--- src/rtl/fxp_pkg.sv ---
// Shared fixed-point types, defaults and helpers for the signal engine and other fixed-point users.
// Latency: none (types, constants and combinational functions only).
// Backpressure: n/a. Optional feature macro FXP_SAT_EN selects saturating fxp_mul_q.
package fxp_pkg;

  localparam int FXP_W               = 32;
  localparam int FXP_FRAC            = 16;
  localparam int FXP_DEF_ALPHA_SHIFT = 5;

  typedef logic signed [FXP_W-1:0] fxp_t;

  localparam fxp_t FXP_DEF_LIMIT = fxp_t'(64'd2 << FXP_FRAC);
  localparam fxp_t FXP_MAX       = {1'b0, {(FXP_W-1){1'b1}}};
  localparam fxp_t FXP_MIN       = {1'b1, {(FXP_W-1){1'b0}}};

  typedef enum logic [1:0] {
    ST_IDLE   = 2'd0,
    ST_UPDATE = 2'd1,
    ST_DONE   = 2'd2
  } fxp_state_e;

  // Clamp a double-width value into fxp_t; it fits when all bits above the
  // result's sign bit agree with it.
  function automatic fxp_t fxp_sat(input logic signed [2*FXP_W-1:0] v);
    if ((&v[2*FXP_W-1:FXP_W-1]) || !(|v[2*FXP_W-1:FXP_W-1])) begin
      return fxp_t'(v);
    end
    return v[2*FXP_W-1] ? FXP_MIN : FXP_MAX;
  endfunction

  // Q-format multiply: full product, rescale by FXP_FRAC, then clamp or wrap.
  function automatic fxp_t fxp_mul_q(input fxp_t a, input fxp_t b);
    logic signed [2*FXP_W-1:0] ax, bx, p;
    ax = {{FXP_W{a[FXP_W-1]}}, a};
    bx = {{FXP_W{b[FXP_W-1]}}, b};
    p  = (ax * bx) >>> FXP_FRAC;
`ifdef FXP_SAT_EN
    return fxp_sat(p);
`else
    return fxp_t'(p);
`endif
  endfunction

endpackage

--- src/rtl/fxp_mac_unit.sv ---
// Combinational Q-format multiply-accumulate: acc_next = acc + mulq(weight, sample).
// Latency: 0 cycles (purely combinational, shared across channels by the engine).
// Backpressure: none; FXP_SAT_EN clamps the product and the add, otherwise both wrap.
module fxp_mac_unit #(
  parameter int DATA_W = 32,
  parameter int FRAC   = 16
) (
  input  logic signed [DATA_W-1:0] weight,
  input  logic signed [DATA_W-1:0] sample,
  input  logic signed [DATA_W-1:0] acc,
  output logic signed [DATA_W-1:0] acc_next
);

  localparam int PW = 2 * DATA_W;
  localparam logic signed [DATA_W-1:0] Q_MAX = {1'b0, {(DATA_W-1){1'b1}}};
  localparam logic signed [DATA_W-1:0] Q_MIN = {1'b1, {(DATA_W-1){1'b0}}};

  logic signed [PW-1:0]     w_ext;
  logic signed [PW-1:0]     s_ext;
  logic signed [PW-1:0]     prod_sh;
  logic signed [DATA_W-1:0] term;
  logic signed [DATA_W:0]   sum;

  // Rescaled product reduced to DATA_W, then one guard bit for the accumulate.
  always_comb begin
    w_ext   = {{DATA_W{weight[DATA_W-1]}}, weight};
    s_ext   = {{DATA_W{sample[DATA_W-1]}}, sample};
    prod_sh = (w_ext * s_ext) >>> FRAC;
`ifdef FXP_SAT_EN
    if ((&prod_sh[PW-1:DATA_W-1]) || !(|prod_sh[PW-1:DATA_W-1])) begin
      term = DATA_W'(prod_sh);
    end else begin
      term = prod_sh[PW-1] ? Q_MIN : Q_MAX;
    end
`else
    term = DATA_W'(prod_sh);
`endif
    sum = {acc[DATA_W-1], acc} + {term[DATA_W-1], term};
`ifdef FXP_SAT_EN
    if (sum[DATA_W] != sum[DATA_W-1]) begin
      acc_next = sum[DATA_W] ? Q_MIN : Q_MAX;
    end else begin
      acc_next = DATA_W'(sum);
    end
`else
    acc_next = DATA_W'(sum);
`endif
  end

endmodule

--- src/rtl/fxp_signal_engine.sv ---
// Multi-channel EMA + weighted score engine with a programmable |score| > limit risk flag.
// Latency: NCH cycles from acceptance to out_valid; one transaction per NCH+2 cycles.
// Backpressure: in_ready only in IDLE; result held in DONE until out_ready. Macro FXP_SAT_EN.
module fxp_signal_engine
  import fxp_pkg::*;
#(
  parameter int DATA_W      = FXP_W,
  parameter int FRAC        = FXP_FRAC,
  parameter int NCH         = 4,
  parameter int ALPHA_SHIFT = FXP_DEF_ALPHA_SHIFT
) (
  input  logic                       clk,
  input  logic                       rst_n,
  input  logic                       in_valid,
  output logic                       in_ready,
  input  logic [NCH*DATA_W-1:0]      in_data,
  output logic                       out_valid,
  input  logic                       out_ready,
  output logic [DATA_W-1:0]          out_score,
  output logic                       out_risk,
  input  logic                       cfg_we,
  input  logic [$clog2(NCH+1)-1:0]   cfg_addr,
  input  logic [DATA_W-1:0]          cfg_wdata,
  output logic                       busy
);

  localparam int KW = (NCH > 1) ? $clog2(NCH) : 1;
  localparam logic [KW-1:0] K_LAST = KW'(NCH - 1);
  localparam logic signed [DATA_W-1:0] W_RST   = DATA_W'((64'd1 << FRAC) / 64'(NCH));
  localparam logic signed [DATA_W-1:0] LIM_RST = DATA_W'(64'd2 << FRAC);
  localparam logic signed [DATA_W-1:0] Q_MAX   = {1'b0, {(DATA_W-1){1'b1}}};
  localparam logic signed [DATA_W-1:0] Q_MIN   = {1'b1, {(DATA_W-1){1'b0}}};

  fxp_state_e state_q, state_d;
  logic [KW-1:0]            k_q;
  logic signed [DATA_W-1:0] x_q   [NCH];
  logic signed [DATA_W-1:0] ema_q [NCH];
  logic signed [DATA_W-1:0] w_q   [NCH];
  logic signed [DATA_W-1:0] limit_q;
  logic signed [DATA_W-1:0] acc_q;
  logic                     primed_q;
  logic [DATA_W-1:0]        score_q;
  logic                     risk_q;

  logic signed [DATA_W:0]   diff;
  logic signed [DATA_W:0]   ema_sum;
  logic signed [DATA_W-1:0] ema_new;
  logic signed [DATA_W-1:0] acc_next;
  logic signed [DATA_W-1:0] score_abs;

  assign in_ready  = (state_q == ST_IDLE);
  assign busy      = (state_q != ST_IDLE);
  assign out_valid = (state_q == ST_DONE);
  assign out_score = score_q;
  assign out_risk  = risk_q;

  // State register.
  always_ff @(posedge clk or negedge rst_n) begin
    if (!rst_n) state_q <= ST_IDLE;
    else        state_q <= state_d;
  end

  // Next-state: accept in IDLE, walk NCH channels, hold the result until taken.
  always_comb begin
    state_d = state_q;
    case (state_q)
      ST_IDLE:   if (in_valid)        state_d = ST_UPDATE;
      ST_UPDATE: if (k_q == K_LAST)   state_d = ST_DONE;
      ST_DONE:   if (out_ready)       state_d = ST_IDLE;
      default:                        state_d = ST_IDLE;
    endcase
  end

  // EMA step for the current channel; the difference gets a guard bit so the
  // shifted step plus the old EMA always lands back inside DATA_W.
  always_comb begin
    diff    = {x_q[k_q][DATA_W-1], x_q[k_q]} - {ema_q[k_q][DATA_W-1], ema_q[k_q]};
    ema_sum = {ema_q[k_q][DATA_W-1], ema_q[k_q]} + (diff >>> ALPHA_SHIFT);
    ema_new = primed_q ? DATA_W'(ema_sum) : x_q[k_q];
  end

  fxp_mac_unit #(
    .DATA_W (DATA_W),
    .FRAC   (FRAC)
  ) u_mac (
    .weight   (w_q[k_q]),
    .sample   (ema_new),
    .acc      (acc_q),
    .acc_next (acc_next)
  );

  // Magnitude of the final score; most-negative either wraps onto itself or clamps.
  always_comb begin
    score_abs = acc_next[DATA_W-1] ? -acc_next : acc_next;
`ifdef FXP_SAT_EN
    if (acc_next == Q_MIN) score_abs = Q_MAX;
`endif
  end

  // Datapath: config and sample capture in IDLE, per-channel update, result capture.
  always_ff @(posedge clk or negedge rst_n) begin
    if (!rst_n) begin
      k_q      <= '0;
      limit_q  <= LIM_RST;
      acc_q    <= '0;
      primed_q <= 1'b0;
      score_q  <= '0;
      risk_q   <= 1'b0;
      for (int i = 0; i < NCH; i++) begin
        x_q[i]   <= '0;
        ema_q[i] <= '0;
        w_q[i]   <= W_RST;
      end
    end else begin
      case (state_q)
        ST_IDLE: begin
          if (cfg_we) begin
            for (int i = 0; i < NCH; i++) begin
              if (int'(cfg_addr) == i) w_q[i] <= cfg_wdata;
            end
            if (int'(cfg_addr) == NCH) limit_q <= cfg_wdata;
          end
          if (in_valid) begin
            for (int i = 0; i < NCH; i++) x_q[i] <= in_data[i*DATA_W +: DATA_W];
            acc_q <= '0;
            k_q   <= '0;
          end
        end
        ST_UPDATE: begin
          ema_q[k_q] <= ema_new;
          acc_q      <= acc_next;
          k_q        <= k_q + 1'b1;
          if (k_q == K_LAST) begin
            score_q  <= acc_next;
            risk_q   <= (score_abs > limit_q);
            primed_q <= 1'b1;
          end
        end
        default: ;
      endcase
    end
  end

endmodule

--- config.mk ---
export PLATFORM = sky130hd
export DESIGN_NAME = fxp_signal_engine
export DESIGN_NICKNAME = d
export VERILOG_FILES = /design/src/rtl/fxp_pkg.sv /design/src/rtl/fxp_mac_unit.sv /design/src/rtl/fxp_signal_engine.sv
export SDC_FILE = /design/constraint.sdc
export NUM_CORES = 2
export LEC_CHECK = 0
export BUFFER_PORTS_ARGS = -buffer_cell sky130_fd_sc_hd__buf_2
export CORE_ASPECT_RATIO = 0.7
export CORE_MARGIN = 4
export CORE_UTILIZATION = 45
export CTS_CLUSTER_DIAMETER = 200
export CTS_CLUSTER_SIZE = 12
export DETAILED_ROUTE_END_ITERATION = 7
export GPL_ROUTABILITY_DRIVEN = 0
export PLACE_DENSITY_LB_ADDON = 0.2
export SETUP_SLACK_MARGIN = 0.05
export SYNTH_ARGS = -nofsm -noshare
export SYNTH_HDL_FRONTEND = slang
export SYNTH_SLANG_ARGS = --single-unit
--- constraint.sdc ---
create_clock -name clk -period 23.3 [get_ports clk]
set_input_delay 2.33 -clock clk [delete_from_list [all_inputs] [get_ports clk]]
set_output_delay 2.33 -clock clk [all_outputs]
set_load 0.01 [all_outputs]
==> impl_metrics.toml <==
[drt]
routed_wl_microns = 161000
vias = 38551
drt-vias-per-instance = 5.42
drc_errors = 0
first_pass_iters = 6
antenna_left = 0
wl_per_cell_microns = 22.7
drt_iter0_drc = 3039

[critical_path]
cp_slowest_cell = "o21ai_0"
path_class = "flop to flop"
cp_slowest_stage_delay_ps = 980
critPathRequiredTime_ps = 23830
crit_arrival_ps = 20140
end_kind = "flop"
startpoint_type = "flop"
crit_top_cell = "fa_1"
crit_fanout = 33

[cts]
cts_resized = 0
tritoncts = "built"
clk_pin_slew_ps = 70
h-tree-depth = 2
insertion_delay_ps = 630
root_buffer = "clkbuf_16"
cts_buffer_depth = 3
hold_buffers = 0
cts_buffers = 46
clock-sinks = 486
post_cts_buffers = 0

[timing]
finClkSkew_ps = 52.7
worst_slew_pin_slew_ps = 1250
period_minus_slack_ps = 19600
fin_crit_sh_pct = 84.1
slew_violations = 0
final-hold-violation-count = 0
fmax_mhz = 51.0
rsz0062_at_grt = "no"
tns_ps = 0
finalSetupViolations = 0
worst_slack_ps = 3700
slew_headroom_pct = 15.7

[status]
run_status = "completed"

[synth]
synth_cell_types = 74
async_reset_ff_share_pct = 100
synthFlopType = "dfrtp_1"
syn_nets = 6688
yosysWarnings = 0
synth_top_area_share_pct = 31.0
synth_top_cell_by_area = "fa_1"
synth_area_per_cell_sq_um = 10.1
mappedNetlistArea_sq_um = 54200
synth-edff-count = 0
synth_cells = 5387
synth_area_leaders = "fa_1 (31%), dfrtp_1 (22%), mux2_2 (7.8%)"
yosysSeqAreaShare_pct = 22.5
ys_ff_latch = 486

[floorplanning]
initial_core_util_pct = 45.3
die_h_microns = 298
core_sq_um = 119000
rows = 106
die_area_sq_um = 126000
io_pins = 204
die_w_microns = 423

[grt]
track_usage_pct = 26.1
grt_pass1_vias = 40524
grt_pass1_wl_microns = 252000
grt_max_degree = 172
antenna_found_initial = 3
grt-ovfl-total = 0

[finish]
nets = 6774
drive_gt1_share_pct = 15.8
layout_commonest_cell = "inv_1"
syn2layout_area_growth_pct = 7.73
final_cell_mix = "inv_1 (959), nand2_1 (856), fa_1 (840)"

[run]
maxCapViolCount = 0

[placed_design]
place_worst_setup_slack_ps = 3980
place_hpwl_microns = 122000
port_buffers = 203

[hold_path]
min_path_type = "flop to flop"
## critical path: cells and delay by family (launching register included)
kind | cells | cell delay, ps
AND/OR/NAND/NOR | 15 | 2240
multiplexers | 1 | 640
AO/OA/AOI/OAI | 35 | 7770
adder cells (fa/ha/maj) | 13 | 5520
buffers and inverters | 6 | 820
XOR/XNOR | 7 | 1770
flip-flops | 1 | 660
## path summary, 6_finish.rpt
kind,startpoint,cells after the start,end,slack (ps)
setup / recovery,k_q[0],77,out_risk,3700
hold / removal,ema_q[52],2,ema_q[52],480
setup reg to reg,k_q[0],77,out_risk,3700
hold reg to reg,ema_q[52],2,ema_q[52],480
max in group asynchronous,rst_n,4,primed_q,18150
min in group asynchronous,rst_n,1,acc_q[22],1750
## logic make-up after synthesis
group                    synth area share (%)
AO/OA/AOI/OAI                            5.74
XOR/XNOR                                 3.00
adder cells (fa/ha/maj)                  37.8
buffers and inverters                    8.58
flip-flops                               22.5
multiplexers                             11.8
AND/OR/NAND/NOR                          10.6
## metal layers
metal	GRT usage, %	part of all wire (%)	routed length (microns)	vias up
li1	-	-	-	16983
met1	38.7	45	73100	19965
met2	38.8	43	69300	1393
met3	6.95	9.5	15300	208
met4	4.84	2.2	3490	2
met5	0.644	0.068	110	-
## through the flow
stage / std cells / hold WS [ps] / util [%] / cell area, sq um
after floorplan: 5387 / 445 / - / 54200
after global placement: 7045 / 457 / 47.8 / 57100
after detailed placement: 7045 / 465 / 47.8 / 57100
after CTS: 7109 / 480 / 48.8 / 58400
after global routing: 7109 / 497 / 48.8 / 58400
final: 7111 / 476 / 48.9 / 58400
## cell type report
type / count / area, sq um
multi-input combinational: 3673 / 37500
sequential: 486 / 12200
fill: 11134 / 61100
antenna: 2 / 5.00
clock buffer: 59 / 1200
tap: 1620 / 2030
timing repair buffer: 306 / 1810
clock inverter: 5 / 76.3
inverter: 960 / 3600
## synthesized netlist by cell type (34+ instances only)
library cell / number
ha_1: 293
mux4_2: 85
o21ai_0: 185
dfrtp_1: 481
nand3_1: 57
a21o_1: 57
nand2_1: 864
xnor2_1: 120
buf_1: 34
and2_1: 53
nor2_1: 240
xor2_1: 58
nor2b_1: 49
fa_1: 840
a21oi_1: 108
inv_1: 959
mux2_2: 376
clkbuf_1: 223
## state kept, by name, indices dropped and copies added (netlist names), 2 cells and up
register and cells:
k_q 2, x_q 128, limit_q 32, state_q 2
acc_q 32, w_q 128, out_score 32, ema_q 128
Power is not shown: default switching activity piles up to over one toggle a cycle in this logic, so the estimate is an artifact.
